`src/rtl/codec_i2s_intf.sv`:
```
// I2S link to the audio codec: clock generation, codec reset sequencing,
// 24-bit ADC deserialisation and 16-bit DAC serialisation.
//
//   state   | meaning
//   --------+-------------------------------------------------------------
//   ST_HOLD | codec held in reset until the first full frame has elapsed
//   ST_WAKE | codec released this frame; received data not yet trusted
//   ST_RUN  | normal operation, vld pulses once per frame
module codec_i2s_intf #(
    parameter int SCLK_LOG2 = 5,
    parameter int IN_W      = 24,
    parameter int OUT_W     = 16
) (
    input  logic              clk,
    input  logic              rst,
    input  logic              SDout,
    input  logic [OUT_W-1:0]  aud_out_lft,
    input  logic [OUT_W-1:0]  aud_out_rght,
    output logic              MCLK,
    output logic              SCLK,
    output logic              LRCLK,
    output logic              codec_rst_n,
    output logic              SDin,
    output logic [IN_W-1:0]   aud_in_lft,
    output logic [IN_W-1:0]   aud_in_rght,
    output logic              vld
);
    localparam int CW = SCLK_LOG2 + 6;
    localparam logic [4:0]           RX_LAST   = 5'(IN_W);
    localparam logic [4:0]           TX_LAST   = 5'(OUT_W);
    localparam logic [SCLK_LOG2-1:0] PH_SAMPLE = {1'b0, {(SCLK_LOG2-1){1'b1}}};
    localparam logic [SCLK_LOG2-1:0] PH_LAST   = '1;

    typedef enum logic [1:0] {ST_HOLD, ST_WAKE, ST_RUN} seq_t;

    seq_t                 state;
    logic [CW-1:0]        cnt;
    logic [4:0]           slot;
    logic [SCLK_LOG2-1:0] phase;
    logic                 half_end;
    logic                 frame_end;
    logic                 rx_take;
    logic [IN_W-1:0]      rx_shift;
    logic [IN_W-1:0]      rx_next;
    logic [IN_W-1:0]      lft_hold;
    logic [OUT_W-1:0]     tx_shift;

    assign slot      = cnt[SCLK_LOG2+4:SCLK_LOG2];
    assign phase     = cnt[SCLK_LOG2-1:0];
    assign half_end  = (cnt[SCLK_LOG2+4:0] == '1);
    assign frame_end = (cnt == '1);

    assign MCLK  = cnt[1];
    assign SCLK  = cnt[SCLK_LOG2-1];
    assign LRCLK = cnt[CW-1];

    // Sample on the last clk before SCLK rises; slot 0 is the I2S delay bit.
    assign rx_take = (phase == PH_SAMPLE) && (slot != 5'd0) && (slot <= RX_LAST);
    assign rx_next = {rx_shift[IN_W-2:0], SDout};

    always_ff @(posedge clk) begin
        if (rst) begin
            cnt         <= '0;
            state       <= ST_HOLD;
            codec_rst_n <= 1'b0;
        end else begin
            cnt <= cnt + CW'(1);
            case (state)
                ST_HOLD: if (frame_end) begin
                    state       <= ST_WAKE;
                    codec_rst_n <= 1'b1;
                end
                ST_WAKE: if (frame_end) state <= ST_RUN;
                ST_RUN:  state <= ST_RUN;
                default: state <= ST_HOLD;
            endcase
        end
    end

    always_ff @(posedge clk) begin
        if (rst) begin
            rx_shift    <= '0;
            lft_hold    <= '0;
            aud_in_lft  <= '0;
            aud_in_rght <= '0;
            vld         <= 1'b0;
        end else begin
            vld <= 1'b0;
            if (rx_take) begin
                rx_shift <= rx_next;
                if (slot == RX_LAST) begin
                    if (!LRCLK) begin
                        lft_hold <= rx_next;
                    end else begin
                        aud_in_lft  <= lft_hold;
                        aud_in_rght <= rx_next;
                        vld         <= (state == ST_RUN);
                    end
                end
            end
        end
    end

    // The output word is latched only at half boundaries, so engine updates
    // mid-half never disturb the word currently on the wire.
    always_ff @(posedge clk) begin
        if (rst) begin
            tx_shift <= '0;
            SDin     <= 1'b0;
        end else if (phase == PH_LAST) begin
            if (half_end) begin
                tx_shift <= LRCLK ? aud_out_lft : aud_out_rght;
                SDin     <= 1'b0;
            end else if (slot < TX_LAST) begin
                SDin     <= tx_shift[OUT_W-1];
                tx_shift <= {tx_shift[OUT_W-2:0], 1'b0};
            end else begin
                SDin <= 1'b0;
            end
        end
    end

endmodule

```
`config.mk`:
```
export PLATFORM = sky130hd
export DESIGN_NAME = codec_i2s_intf
export DESIGN_NICKNAME = d
export VERILOG_FILES = /design/src/rtl/codec_i2s_intf.sv
export SDC_FILE = /design/constraint.sdc
export NUM_CORES = 1
export LEC_CHECK = 0
export BUFFER_PORTS_ARGS = -buffer_cell sky130_fd_sc_hd__buf_2
export CORE_AREA = 2 2 140 101
export CTS_CLUSTER_SIZE = 14
export DETAILED_ROUTE_END_ITERATION = 10
export DIE_AREA = 0 0 142 103
export HOLD_SLACK_MARGIN = 0.08
export PLACE_DENSITY = 0.56
export SLEW_MARGIN = 40
export SYNTH_ARGS = -nofsm -noshare
export SYNTH_HDL_FRONTEND = slang
export SYNTH_SLANG_ARGS = --single-unit
```
`constraint.sdc`:
```
create_clock -name clk -period 2.32 [get_ports clk]
set_clock_uncertainty 0.2 [all_clocks]
set_input_delay 0.58 -clock clk [delete_from_list [all_inputs] [get_ports clk]]
set_output_delay 0.58 -clock clk [all_outputs]
set_load 0.02 [all_outputs]
```
==> impl_metrics.env, run 1 <==
export IMPL_grt_pass1_vias=3893
export IMPL_pin_count=89
export IMPL_peakVddDrop_uv=535.1
export IMPL_num_antenna_cells=0
export IMPL_track_usage_pct=15.92
export IMPL_synthFlopType="dfxtp_1"
export IMPL_status="complete, no violations"
export IMPL_yosysUniqueCellTypes=37
export IMPL_syn_nets=615
export IMPL_synth_warnings=0
export IMPL_worstPathArrival_ns=2.25
export IMPL_post_cts_repair_setup_buffers=0
export IMPL_gp_congestion=0.7345
export IMPL_r2r_start="cnt[0]$_SDFF_PP0_"
export IMPL_overflow=0
export IMPL_postSynthAreaPerCell_um2=8.416
export IMPL_cts_sinks=127
export IMPL_num_rows=36
export IMPL_cts_made_buffers=17
export IMPL_cts_buffer_depth=2
export IMPL_drv_cap=0
export IMPL_cts_root_buffer="clkbuf_16"
export IMPL_worst_setup_path_type="reg2reg"
export IMPL_initial_core_util_pct=35.87
export IMPL_die_x_um=142
export IMPL_drc=0
export IMPL_layout_commonest_cell="nand2_1"
export IMPL_finalSetupViolCount=0
export IMPL_antenna_found_initial=0
export IMPL_wire_per_inst_um=13.20
export IMPL_vias=4118
export IMPL_finalCritPeriodShare_pct=93.47
export IMPL_final_util_pct=45.07
export IMPL_drt_iter0_markers=213
export IMPL_crit_fanout=24
export IMPL_synth_area_mm2=0.004831
export IMPL_ys_seq_area_share_pct=52.63
export IMPL_clk_pin_slew_ns=0.05
export IMPL_required_ns=2.40
export IMPL_postSynthCellCount=574
export IMPL_mostFrequentLayoutCells="194 x nand2_1, 126 x dfxtp_1, 97 x a21oi_1"
export IMPL_grt_start_max_net_pins=107
export IMPL_dp_hpwl_um=7192
export IMPL_async_reset_ff_share_pct=0
export IMPL_synth_edff_count=0
export IMPL_antenna_left=0
export IMPL_ys_ff_latch=127
export IMPL_grt_pass1_wl_um=18280
export IMPL_die_area_mm2=0.01463
export IMPL_dr_pass1_iters=5
export IMPL_layout_nets=695
export IMPL_min_path_type="in2reg"
export IMPL_clk_latency_ns=0.41
export IMPL_wl_um=11060
export IMPL_holdCritStartpoint="SDout"
export IMPL_port_buffers=88
export IMPL_chipHeight_um=103
export IMPL_syn_to_final_growth_pct=25.64
export IMPL_num_fill_cells=1301
export IMPL_cts_tree="done"
export IMPL_startpoint="cnt[0]$_SDFF_PP0_"
export IMPL_cp_start_kind="flop"
export IMPL_htreeDepth=4
export IMPL_tightest_slew_ns=0.6403
export IMPL_slew_headroom_pct=57.11
export IMPL_fmax_mhz=461.2
export IMPL_leakage_nw=2.326
export IMPL_finalSetupTns_ns=0
export IMPL_rsz0062_at_grt="no"
export IMPL_slew_viol_final=0
export IMPL_period_minus_slack_ns=2.168
export IMPL_vias_per_cell=4.914
export IMPL_end_kind="flop"
export IMPL_core_region_area_mm2=0.01347
export IMPL_hold_viol=0
export IMPL_powerDensity_mw_per_mm2=815.2
export IMPL_drive_gt1_share_pct=22.04
sequential cells by signal, indices dropped and copies added, names as in the netlist:
register / cells
aud_in_rght: 24
codec_rst_n: 1
tx_shift: 16
cnt: 11
state: 2
aud_in_lft: 24
lft_hold: 24
vld: 1
rx_shift: 23
SDin: 1
cell families after synthesis:
group,count (synthesis),synth area share [%]
compound gates,120,14.63
xor+xnor,8,1.450
fa+ha+maj,6,1.554
buf+inv,46,4.533
flops,127,52.63
mux,17,3.522
simple gates,250,21.68
critical path, stage by stage, from the launching register on:
cell	delay, ns
dfxtp_1	0.35
ha_2	0.21
and3_4	0.19
ha_2	0.17
buf_4	0.12
nand3_1	0.11
or3_4	0.35
buf_8	0.17
nand2_1	0.09
a21oi_1	0.07
synth_stat cells (all sizes together), types with 4 or more instances:
cell,count,area [µm²]
a21oi,97,485.5
dfxtp,127,2542
nand3,4,32.53
inv,5,18.77
buf,21,125.1
nand4,6,37.54
nor2,12,45.04
clkbuf,20,75.07
ha,6,75.07
a221o,15,150.1
nor3,17,90.09
mux2i,17,170.2
nand2,194,728.2
and3,6,38.79
xor2,6,52.55
final timing paths:
kind                            slack (ns)                     endpoint  cells past startpoint
worst max register to register        0.15     lft_hold[0]$_SDFFE_PP0P_                      9
worst max-delay path                  0.15     lft_hold[0]$_SDFFE_PP0P_                      9
worst min-delay path                  0.24  aud_in_rght[0]$_SDFFE_PP0P_                      3
worst min register to register        0.25   aud_in_lft[6]$_SDFFE_PP0P_                      2
repair_timing:
item | 4_1_cts | 5_1_grt
hold buffers | 0 | 0
gates resized for setup | 0 | 8
setup endpoints to repair | 0 | 62
final cells by class:
cell class / instances / area [µm²] / area share, %
Clock buffer: 20 / 456.7 / 7.524
Clock inverter: 12 / 141.4 / 2.329
Inverter: 5 / 18.77 / 0.3092
Multi-Input combinational cell: 401 / 2115 / 34.84
Sequential cell: 127 / 2544 / 41.91
Tap cell: 171 / 214.0 / 3.525
Timing Repair Buffer: 102 / 580.6 / 9.565
per-layer routing:
metal | global-route usage (%) | wire length, µm | vias to the layer above
met5 | 0 | 0 | -
met1 | 21.03 | 5496 | 1914
met4 | 7.231 | 233 | 0
met3 | 5.202 | 527 | 21
met2 | 23.86 | 4803 | 86
li1 | - | - | 2097
metrics by stage:
stage	setup slack [ns]	hold WS, ns	power [mW]	area (µm²)	std cells
final	0.1515	0.2353	4.948	6070	838
after detailed placement	0.07090	0.2294	2.328	5438	806
after global routing	0.009187	0.2248	5.120	6070	838
after CTS	0.04352	0.2168	4.995	6036	838
after floorplan	0.08668	0.2119	2.285	4831	574
after global placement	0.1485	0.2236	2.325	5429	806
report_power, final:
part | total (mW) | leakage, nW | switching (mW) | internal (mW)
combinational | 0.0922 | 1.00 | 0.0553 | 0.0369
clock | 2.67 | 0.299 | 0.934 | 1.73
sequential | 2.19 | 1.02 | 0.00367 | 2.19
Note: power is estimated with default switching activity, not from simulation.
==> run 2, diff against run 1 <==
Clock period 2.32 ns to 2.55 ns, I/O delays scaled along.
==> impl_metrics.env, run 2 (same netlist as run 1, synthesis figures left out) <==
export IMPL_status="complete, no violations"
export IMPL_worst_setup_path_type="reg2reg"
export IMPL_dr_pass1_iters=4
export IMPL_wire_per_inst_um=13.24
export IMPL_num_fill_cells=1360
export IMPL_finalSetupTns_ns=0
export IMPL_crit_fanout=16
export IMPL_crit_chain="ha_1, and3_1, ha_1, nand3_1, o311ai_0"
export IMPL_max_stage_delay_ns=0.52
export IMPL_initial_core_util_pct=35.87
export IMPL_antenna_left=0
export IMPL_layout_commonest_cell="nand2_1"
export IMPL_grt_start_max_net_pins=104
export IMPL_num_antenna_cells=0
export IMPL_worstPathArrival_ns=2.44
export IMPL_dp_hpwl_um=7115
export IMPL_cts_tree="done"
export IMPL_drv_cap=0
export IMPL_pin_count=89
export IMPL_slew_headroom_pct=50.41
export IMPL_worstPathBufferInverterCount=0
export IMPL_cts_buffer_depth=2
export IMPL_cts_root_buffer="clkbuf_16"
export IMPL_track_usage_pct=15.98
export IMPL_cts_resized=0
export IMPL_antenna_found_initial=0
export IMPL_place_area_mm2=0.005370
export IMPL_post_cts_repair_setup_buffers=0
export IMPL_period_minus_slack_ns=2.353
export IMPL_chipHeight_um=103
export IMPL_rsz0062_at_grt="no"
export IMPL_port_buffers=88
export IMPL_min_path_type="reg2reg"
export IMPL_wl_um=10990
export IMPL_num_rows=36
export IMPL_leakage_nw=2.261
export IMPL_fin_cells=830
export IMPL_clk_pin_slew_ns=0.05
export IMPL_drt_iter0_markers=219
export IMPL_cts_made_buffers=17
export IMPL_required_ns=2.64
export IMPL_fin_area_mm2=0.005922
export IMPL_finalCritPeriodShare_pct=92.26
export IMPL_cp_start_kind="flop"
export IMPL_clk_latency_ns=0.41
export IMPL_crit_path_top_delay_cell="o311ai_0"
export IMPL_slew_viol_final=0
export IMPL_grt_pass1_wl_um=18330
export IMPL_die_x_um=142
export IMPL_htreeDepth=4
export IMPL_crit_top_cell="ha_1"
export IMPL_die_area_mm2=0.01463
export IMPL_reg_top3="aud_in_lft: 24 flops, aud_in_rght: 24 flops, lft_hold: 24 flops"
export IMPL_finalSetupViolCount=0
export IMPL_powerDensity_mw_per_mm2=727.0
export IMPL_vias_per_cell=4.872
export IMPL_peakVddDrop_uv=446.7
export IMPL_overflow=0
export IMPL_syn_to_final_growth_pct=22.58
export IMPL_cts_sinks=127
export IMPL_placed_cells=801
export IMPL_vias=4044
export IMPL_mostFrequentLayoutCells="194 x nand2_1, 127 x dfxtp_1, 97 x a21oi_1"
export IMPL_gp_congestion=0.7608
export IMPL_fmax_mhz=425.0
export IMPL_ctsHoldBuffers=0
export IMPL_hold_viol=0
export IMPL_core_region_area_mm2=0.01347
export IMPL_layout_nets=690
export IMPL_tightest_slew_ns=0.7438
export IMPL_grt_pass1_vias=3978
export IMPL_end_kind="flop"
export IMPL_drc=0
export IMPL_drive_gt1_share_pct=20.18
export IMPL_cp_top_family="simple AND/OR/NAND/NOR gates"
==> run 2: cell count changes in the layout (fill, tap and decap cells not counted), moves of 2 or more <==
| cell | delta |
|---|---|
| clkinv_2 | -4 |
| buf_4 | -3 |
| buf_12 | -2 |
| bufinv_16 | -2 |
| clkbuf_8 | +2 |
| ha_1 | +2 |
| ha_2 | -2 |
==> run 2: power by group <==
group	internal [mW]	switching [mW]	total, mW	leakage (nW)
clock network	1.42	0.812	2.23	0.267
registers	1.99	0.00317	1.99	1.02
logic	0.0317	0.0487	0.0804	0.971
==> run 2: per-layer routing <==
| layer | GRT usage, % | share of wire [%] | up-vias |
|---|---|---|---|
| li1 | - | - | 2076 |
| met1 | 20.19 | 49 | 1865 |
| met2 | 25.68 | 45 | 94 |
| met3 | 4.505 | 5.1 | 9 |
| met4 | 7.385 | 0.96 | 0 |
| met5 | 0 | 0 | - |
==> run 2: worst paths after layout <==
check                         start                  endpoint  slack, ns  cells past startpoint
hold / removal    cnt[0]$_SDFF_PP0_         cnt[0]$_SDFF_PP0_       0.25                      1
setup / recovery  cnt[0]$_SDFF_PP0_  tx_shift[0]$_SDFFE_PP0P_       0.20                      5
setup reg to reg  cnt[0]$_SDFF_PP0_  tx_shift[0]$_SDFFE_PP0P_       0.20                      5
hold reg to reg   cnt[0]$_SDFF_PP0_         cnt[0]$_SDFF_PP0_       0.25                      1
==> run 2: layout make-up <==
class	instances	area [µm²]	share of cell area (%)
clock buffer	23	488.0	8.240
clock inverter	6	60.06	1.014
inverter	5	18.77	0.3169
multi-input combinational	401	2085	35.20
sequential	127	2542	42.93
tap	171	214.0	3.613
timing repair buffer	97	514.2	8.684
==> run 2: metrics by stage <==
step	util (%)	hold WS, ns	setup WS [ns]	total power [mW]
floorplan	-	0.2119	0.3167	2.079
global placement	39.85	0.2200	0.1696	2.113
detailed placement	39.87	0.2414	0.03790	2.117
CTS	43.94	0.2516	0.02488	4.354
global route	43.97	0.2648	0.008880	4.448
finish	43.97	0.2485	0.1973	4.305
==> run 3, diff against run 2 <==
Settings changed: PLACE_DENSITY 0.56 to 0.58.
Clock period 2.55 ns to 2.1 ns, I/O delays scaled along.
==> impl_metrics.env, run 3 (same netlist as run 1, synthesis figures left out) <==
export IMPL_status="complete, no violations"
export IMPL_setup_ws_ns=0.09120
export IMPL_reg_top3="aud_in_lft: 24 flops, aud_in_rght: 24 flops, lft_hold: 24 flops"
export IMPL_leakage_nw=2.395
export IMPL_grt_pass1_vias=3943
export IMPL_track_usage_pct=15.94
export IMPL_htreeDepth=4
export IMPL_crit_top_cell="and3_4"
export IMPL_end_kind="flop"
export IMPL_syn_to_final_growth_pct=29.86
export IMPL_drive_gt1_share_pct=23.21
export IMPL_final_util_pct=46.58
export IMPL_clk_latency_ns=0.41
export IMPL_chipHeight_um=103
export IMPL_antenna_found_initial=0
export IMPL_crit_fanout=19
export IMPL_num_rows=36
export IMPL_min_path_type="in2reg"
export IMPL_gp_congestion=0.7857
export IMPL_max_stage_delay_ns=0.36
export IMPL_cts_tree="done"
export IMPL_cts_sinks=127
export IMPL_fin_hold_ws_ns=0.1902
export IMPL_powerDensity_mw_per_mm2=923.2
export IMPL_finalSetupViolCount=0
export IMPL_wl_um=11050
export IMPL_mostFrequentLayoutCells="194 x nand2_1, 124 x dfxtp_1, 96 x a21oi_1"
export IMPL_vias=4145
export IMPL_clk_pin_slew_ns=0.06
export IMPL_holdCritStartpoint="SDout"
export IMPL_port_buffers=88
export IMPL_slew_headroom_pct=61.09
export IMPL_cp_top_family="simple AND/OR/NAND/NOR gates"
export IMPL_r2r_start="cnt[1]$_SDFF_PP0_"
export IMPL_slew_viol_final=0
export IMPL_worstPathArrival_ns=2.14
export IMPL_worstPathBufferInverterCount=1
export IMPL_dr_pass1_iters=4
export IMPL_antenna_left=0
export IMPL_ctsHoldBuffers=0
export IMPL_vias_per_cell=4.917
export IMPL_wire_per_inst_um=13.10
export IMPL_dp_hpwl_um=7430
export IMPL_worst_setup_path_type="reg2reg"
export IMPL_drv_cap=0
export IMPL_num_antenna_cells=0
export IMPL_dp_slack_ns=-0.08484
export IMPL_hold_viol=0
export IMPL_period_minus_slack_ns=2.009
export IMPL_cts_buffer_depth=2
export IMPL_crit_path_top_delay_cell="dfxtp_2"
export IMPL_drt_iter0_markers=223
export IMPL_die_area_mm2=0.01463
export IMPL_layout_nets=700
export IMPL_finalSetupTns_ns=0
export IMPL_layout_commonest_cell="nand2_1"
export IMPL_rsz0062_at_grt="yes"
export IMPL_cts_made_buffers=17
export IMPL_peakVddDrop_uv=418.9
export IMPL_initial_core_util_pct=35.87
export IMPL_crit_chain="ha_4, and3_4, ha_2, and3_4, and3_4, buf_12, nand2_1, a21oi_1"
export IMPL_die_x_um=142
export IMPL_finalPower_mw=5.792
export IMPL_overflow=0
export IMPL_required_ns=2.23
export IMPL_finalCritPeriodShare_pct=95.66
export IMPL_drc=0
export IMPL_tightest_slew_ns=0.5830
export IMPL_cts_root_buffer="clkbuf_16"
export IMPL_cp_start_kind="flop"
export IMPL_startpoint="cnt[1]$_SDFF_PP0_"
export IMPL_core_region_area_mm2=0.01347
export IMPL_grt_start_max_net_pins=95
export IMPL_pin_count=89
export IMPL_grt_pass1_wl_um=18550
export IMPL_fmax_mhz=497.8
[run 3: cell types whose count changed in the layout (fill, tap and decap cells not counted), moves of 2 or more]
cell,before,now
and3_4,1,3
and3_1,4,2
buf_12,0,9
ha_1,6,4
dfxtp_2,0,3
buf_4,9,11
clkinv_2,3,1
bufinv_16,1,5
dfxtp_1,127,124
[run 3: per-layer routing]
layer  vias to the layer above  track usage [%]  wire, µm
li1                       2107                -         -
met1                      1934            20.50      5493
met2                        88            25.49      4885
met3                        16            4.691       487
met4                         0            6.231       181
met5                         -                0         0
[run 3: worst paths after layout]
kind                                                     to  slack [ns]  depth (start not counted)
worst max-delay path            aud_in_lft[17]$_SDFFE_PP0P_        0.09                          8
worst min-delay path               lft_hold[0]$_SDFFE_PP0P_        0.19                          3
worst max register to register  aud_in_lft[17]$_SDFFE_PP0P_        0.09                          8
worst min register to register            cnt[0]$_SDFF_PP0_        0.24                          1
[run 3: worst reg2reg max path, stage by stage (launching register included)]
cell	delay (ns)
dfxtp_2	0.36
ha_4	0.15
and3_4	0.18
ha_2	0.21
and3_4	0.20
and3_4	0.26
buf_12	0.16
nand2_1	0.07
a21oi_1	0.14
[run 3: report_power, final]
| part | switching, mW | internal (mW) |
|---|---|---|
| Combinational | 0.0598 | 0.0431 |
| Sequential | 0.00570 | 2.42 |
| Clock | 1.03 | 2.23 |
[run 3: final cells by class]
type	instances	area (µm²)
repair buffers	107	698.2
inverters	5	18.77
flip-flops and latches	127	2546
clock buffers	23	488.0
clock inverters	9	178.9
well taps	171	214.0
multi-input cells	401	2130
fillers	1294	7194
[run 3: stage by stage]
stage,cells,cell area [µm²]
after floorplan,574,4848
after CTS,843,6243
after global placement,810,5553
after detailed placement,810,5553
after global routing,843,6274
final,843,6274
[run 3: what timing repair did]
item	4_1_cts	5_1_grt
endpoints found under the setup margin	63	88
cloned	0	0
resized for setup	4	7
setup buffers	1	0
hold endpoints to repair	0	0
